<file path="config.mk">
export PLATFORM = sky130hd
export DESIGN_NAME = uart_rx_flat
export DESIGN_NICKNAME = d
export VERILOG_FILES = /design/src/rtl/uart_rx_if.sv /design/src/rtl/uart_rx.sv /design/src/flat_wrapper.sv
export SDC_FILE = /design/constraint.sdc
export NUM_CORES = 1
export LEC_CHECK = 0
export ABC_AREA = 0
export BUFFER_PORTS_ARGS = -buffer_cell sky130_fd_sc_hd__buf_2
export CORE_MARGIN = 4
export CORE_UTILIZATION = 51
export CTS_CLUSTER_DIAMETER = 150
export CTS_CLUSTER_SIZE = 10
export DETAILED_ROUTE_END_ITERATION = 8
export PLACE_DENSITY_LB_ADDON = 0.12
export SLEW_MARGIN = 10
export SYNTH_ARGS = -nofsm -noshare
export SYNTH_HDL_FRONTEND = slang
export SYNTH_SLANG_ARGS = --single-unit
export TNS_END_PERCENT = 20
</file>
<file path="constraint.sdc">
create_clock -name clk -period 7.96 [get_ports clk]
set_clock_uncertainty 0.1 [all_clocks]
set_input_delay 0.398 -clock clk [delete_from_list [all_inputs] [get_ports clk]]
set_output_delay 0.398 -clock clk [all_outputs]
set_load 0.02 [all_outputs]
</file>
<file path="src/rtl/uart_rx_if.sv">
// Parallel-side and serial-side signals of the oversampling UART receiver.
// The master drives configuration and the serial line; the slave (receiver) returns the byte.
interface uart_rx_if;
    logic       PAR_EN;
    logic       PAR_TYP;
    logic [5:0] Prescale;
    logic       RX_IN;
    logic [7:0] P_DATA;
    logic       data_valid;

    modport master (
        output PAR_EN, PAR_TYP, Prescale, RX_IN,
        input  P_DATA, data_valid
    );

    modport slave (
        input  PAR_EN, PAR_TYP, Prescale, RX_IN,
        output P_DATA, data_valid
    );
endinterface

</file>
<file path="src/rtl/uart_rx.sv">
// Oversampling UART receiver: 8 data bits LSB first, optional even/odd parity, runtime prescale.
// Each bit is decided by a 2-of-3 majority around mid-bit; good frames load P_DATA and raise data_valid.
module uart_rx (
    input  logic      clk,
    input  logic      rst,
    uart_rx_if.slave  bus
);
    typedef enum logic [2:0] {S_IDLE, S_START, S_DATA, S_PARITY, S_STOP} state_t;

    state_t     r_state;
    state_t     w_state_next;
    logic [5:0] r_edge_cnt;
    logic [5:0] r_prescale;
    logic [2:0] r_bit_cnt;
    logic       r_par_en;
    logic       r_par_typ;
    logic       r_s0;
    logic       r_s1;
    logic       r_maj;
    logic       r_par_err;
    logic [7:0] r_shift;
    logic [7:0] r_p_data;
    logic       r_data_valid;

    logic [5:0] w_half;
    logic       w_bit_end;
    logic       w_act;
    logic       w_par_exp;

    assign w_half    = {1'b0, r_prescale[5:1]};
    assign w_bit_end = (r_edge_cnt == r_prescale - 6'd1);
    // The majority is registered at edge P/2+1, so it is acted on one edge later.
    assign w_act     = (r_edge_cnt == w_half + 6'd2);
    assign w_par_exp = (^r_shift) ^ r_par_typ;

    assign bus.P_DATA     = r_p_data;
    assign bus.data_valid = r_data_valid;

    always_ff @(posedge clk or posedge rst) begin
        if (rst) begin
            r_state <= S_IDLE;
        end else begin
            r_state <= w_state_next;
        end
    end

    always_comb begin
        w_state_next = r_state;
        case (r_state)
            S_IDLE: begin
                if (!bus.RX_IN) w_state_next = S_START;
            end
            S_START: begin
                if (w_act && r_maj)  w_state_next = S_IDLE;
                else if (w_bit_end)  w_state_next = S_DATA;
            end
            S_DATA: begin
                if (w_bit_end && (r_bit_cnt == 3'd7))
                    w_state_next = r_par_en ? S_PARITY : S_STOP;
            end
            S_PARITY: begin
                if (w_bit_end) w_state_next = S_STOP;
            end
            S_STOP: begin
                // Leave early so a back-to-back start edge is caught in the tail of the stop bit.
                if (w_act) w_state_next = S_IDLE;
            end
            default: w_state_next = S_IDLE;
        endcase
    end

    always_ff @(posedge clk or posedge rst) begin
        if (rst) begin
            r_edge_cnt   <= 6'd0;
            r_prescale   <= 6'd0;
            r_bit_cnt    <= 3'd0;
            r_par_en     <= 1'b0;
            r_par_typ    <= 1'b0;
            r_s0         <= 1'b0;
            r_s1         <= 1'b0;
            r_maj        <= 1'b0;
            r_par_err    <= 1'b0;
            r_shift      <= 8'h00;
            r_p_data     <= 8'h00;
            r_data_valid <= 1'b0;
        end else if (r_state == S_IDLE) begin
            r_edge_cnt <= 6'd0;
            r_bit_cnt  <= 3'd0;
            if (!bus.RX_IN) begin
                // This posedge is edge 0 of the start bit.
                r_edge_cnt   <= 6'd1;
                r_prescale   <= bus.Prescale;
                r_par_en     <= bus.PAR_EN;
                r_par_typ    <= bus.PAR_TYP;
                r_par_err    <= 1'b0;
                r_data_valid <= 1'b0;
            end
        end else begin
            r_edge_cnt <= w_bit_end ? 6'd0 : r_edge_cnt + 6'd1;
            if (r_edge_cnt == w_half - 6'd1) r_s0 <= bus.RX_IN;
            if (r_edge_cnt == w_half)        r_s1 <= bus.RX_IN;
            if (r_edge_cnt == w_half + 6'd1)
                r_maj <= (r_s0 & r_s1) | (r_s0 & bus.RX_IN) | (r_s1 & bus.RX_IN);
            if ((r_state == S_DATA) && w_bit_end) r_bit_cnt <= r_bit_cnt + 3'd1;
            if (w_act) begin
                case (r_state)
                    S_DATA:   r_shift <= {r_maj, r_shift[7:1]};
                    S_PARITY: if (r_maj != w_par_exp) r_par_err <= 1'b1;
                    S_STOP: begin
                        if (r_maj && !r_par_err) begin
                            r_p_data     <= r_shift;
                            r_data_valid <= 1'b1;
                        end
                    end
                    default: ;
                endcase
            end
        end
    end
endmodule

</file>
<file path="src/flat_wrapper.sv">
// flat-port wrapper written by rule: the top's interface ports become plain ports
module uart_rx_flat 
  (clk, rst, bus_PAR_EN, bus_PAR_TYP, bus_Prescale, bus_RX_IN, bus_P_DATA, bus_data_valid);
  uart_rx_if bus_i ();
  input  logic clk;
  input  logic rst;
  input wire logic [$bits(bus_i.PAR_EN)-1:0] bus_PAR_EN;
  input wire logic [$bits(bus_i.PAR_TYP)-1:0] bus_PAR_TYP;
  input wire logic [$bits(bus_i.Prescale)-1:0] bus_Prescale;
  input wire logic [$bits(bus_i.RX_IN)-1:0] bus_RX_IN;
  output wire logic [$bits(bus_i.P_DATA)-1:0] bus_P_DATA;
  output wire logic [$bits(bus_i.data_valid)-1:0] bus_data_valid;
  assign bus_i.PAR_EN = bus_PAR_EN;
  assign bus_i.PAR_TYP = bus_PAR_TYP;
  assign bus_i.Prescale = bus_Prescale;
  assign bus_i.RX_IN = bus_RX_IN;
  assign bus_P_DATA = bus_i.P_DATA;
  assign bus_data_valid = bus_i.data_valid;
  uart_rx u_core (.clk(clk), .rst(rst), .bus(bus_i));
endmodule
</file>
==> metrics <==
peak clock frequency supported by timing around 350 MHz; DRC 0; cell breakdown of the critical path inv_1 > ha_1 > xnor2_1 > nand3_1 > a211oi_2 > nand3_1 > mux2_2; standard cell with the maximum stage delay on the critical path dfrtp_1; fraction of the yosys area taken by sequential cells 42.1%; number of enable-type register cells in the synthesized netlist 0; total setup violations reported at the end of the flow 0; Syn Nets ~260; Yosys reg bits 41; crit path launch type flip-flop; Final Total Pwr around 0.94 mW; final hold violation count 0; number of buffers inserted by hold repair at cts 0; area share of the largest cell type after synthesis a little over two fifths; leading area contributor after synthesis dfrtp_1; Worst EP required 8.04 ns; worst slack after detailed placement slightly above 5 ns; Vias/cell ~5.6; clk sinks a little over 40; area delta synth->final 7.75%; Relative slew margins 47.5%; synthesized netlist cell count about 240; final wirelength about 4.8 mm; data arrival time at the worst-slack endpoint a little under 3 ns; CTS H-tree lvls 2; Min Hold Slack approximately 0.12 ns; ant diodes 0; ranking of synthesized cells by instance count dfrtp_1 (41), nand2_1 (27), xnor2_1 (23); Yosys warning count 0; proportion of layout cells with a drive suffix above 1 20.8%; number of antenna violations at the first check in global routing 0; synthesized area 0.00244 mm²; Slowest Stage Delay on Critical Path 0.57 ns; pins over their slew limit 0; unrepaired setup endpoints after global routing false; number of different library cells in the post-synthesis netlist between 40 and 50; number of buffer cells added on primary ports 19; detail-routed net length per standard cell 15.6 µm; detailed-route via count 1731; total CTS buffers 5; die width 77.2 µm; type of the worst setup path flip-flop to flip-flop; ANT nets after route 0; type of element capturing the critical path flip-flop; DIE AREA between 0.005 and 0.006 mm²; average instance area after synthesis about 10 µm²; standard-cell rows 24; clock tree from TritonCTS done; Detailed Route Iter0 Violations 72; height of the die roughly 77 µm; area of the core 0.00450 mm²; Clock Pin Slew Worst Setup and Hold Paths roughly 0.080 ns; largest net degree at the start of global routing between 40 and 50; most used flip-flop cell after synthesis dfrtp_1; first-pass iteration count of the detailed router 4; top-level I/O count 20; dpl hpwl approximately 3.5 mm; Post-CTS Setup Repair Bufs 0; Worst Path Buf+Inv 1; last weighted congestion value of the routability-driven placer just under 0.9; Remaining Overflow, GRT 0; smallest setup slack after layout 5.12 ns; wire length of the first global-routing pass 8.39 mm; result of the run finished, final reports clean; maximum clock path buffer count 2; Tightest Hold Check Type input pin to asynchronous set/reset pin; final design utilization ~60%; clock insertion delay at the later pin of the skew report 0.30 ns; count leader, synth dfrtp_1; power per standard cell area ~360 mW/mm²; Max-Cap Viols 0; number of gates resized after CTS 0; number of nets in the layout between 200 and 300; initial cell density of the core about 54%; cell repeated most along the worst path nand3_1; total routing resource utilization after global routing about 18%; Worst Max-Slew Pin Slew 0.784 ns; Top delay family on crit path simple AND/OR/NAND/NOR gates; leakage power total between 1 and 1.5 nW; Max IR drop VDD ~150 µV; Clock Tree Root clkbuf_8; via count of the first global-routing pass about 1700; Tmin final approximately 2.8 ns; Max Fanout on Critical Path 11; biggest area contributors in the synthesized netlist dfrtp_1 (42%), mux2_2 (8.8%), xnor2_1 (8.3%); aggregate negative setup slack 0 ns; reg-to-reg slack, setup 5.12 ns; share of async-settable or async-resettable flops after synthesis between 90% and 100%; ratio of final minimum period to clock period between 30 and 40%
## cells in the final DEF, fill, tap and decap left out, types with 2 or more instances in the layout
cell type	instances
o31ai_1	2
xor2_1	9
or3_1	2
and3_1	5
mux2_2	19
o211ai_1	2
mux2i_1	2
dfrtp_1	41
nand2_1	27
nand3_1	11
xnor2_1	23
clkinv_2	2
nand2b_1	4
buf_2	19
clkbuf_8	5
nor3b_1	2
inv_1	6
nor2_1	20
nor2b_1	3
ha_1	10
and2_1	3
a21oi_1	4
o21ai_0	12
nor3_1	4
## flip-flops by register name, summed over array words and instances, names as in the netlist, 3 cells and up
name / flops
u_core.r_bit_cnt: 3
u_core.r_shift: 8
u_core.bus.P_DATA: 8
u_core.r_state: 3
u_core.r_edge_cnt: 6
u_core.r_prescale: 6
## worst reg2reg max path: cells and delay by family (launching register included)
family,cells,cell delay [ns]
AOI/OAI and AO/OA,1,0.45
muxes,1,0.41
DFF,1,0.57
xor gates and xnor gates,1,0.16
buffers and inverters,1,0.14
adders and majority gates,1,0.31
and+or+nand+nor,2,0.58
## report_power, final
group	internal, mW	leakage, nW	switching [mW]
registers	0.256	0.545	0.0932
logic	0.207	0.665	0.248
clock network	0.0605	0.0439	0.0748
## per-layer routing
| metal | vias to the layer above | GRT usage (%) | part of all wire, % |
|---|---|---|---|
| met5 | - | 0 | 0 |
| met1 | 830 | 24.6 | 49 |
| met4 | 0 | 6.76 | 2.0 |
| met3 | 12 | 3.63 | 2.9 |
| li1 | 860 | - | - |
| met2 | 29 | 26.8 | 46 |
## kinds of logic (layout without fill, tap and decap cells)
group / Yosys count / count (layout) / share of synthesized area [%]
multiplexers: 21 / 21 / 9.59
AO/OA/AOI/OAI: 34 / 34 / 10.6
flip-flops: 41 / 41 / 42.1
AND/OR/NAND/NOR: 86 / 86 / 17.1
adder cells (fa/ha/maj): 11 / 11 / 5.54
buffers and inverters: 16 / 34 / 3.59
XOR/XNOR: 32 / 32 / 11.5
## cell type report
| type | count | area, µm² |
|---|---|---|
| clock buffer | 5 | 68.8 |
| clock inverter | 3 | 17.5 |
| fill | 391 | 1880 |
| inverter | 6 | 22.5 |
| multi-input combinational | 184 | 1330 |
| sequential | 41 | 1030 |
| tap | 52 | 65.1 |
| timing repair buffer | 20 | 103 |
## through the flow
step | instance area [µm²] | std cells
floorplan | 2440 | 241
global placement | 2540 | 303
detailed placement | 2540 | 303
CTS | 2630 | 311
global route | 2630 | 311
finish | 2630 | 311
## worst paths after layout
path,cells after the start,to,startpoint
max in group asynchronous,3,u_core.r_edge_cnt[0],rst
worst min register to register,2,u_core.bus.data_valid,u_core.bus.data_valid
min in group clk,3,u_core.r_prescale[4],bus_Prescale[4]
worst max register to register,7,u_core.bus.P_DATA[3],u_core.r_prescale[3]
worst max-delay path,7,u_core.bus.P_DATA[3],u_core.r_prescale[3]
worst min-delay path,3,u_core.r_prescale[5],rst
Power figures use the tool's default switching activity.
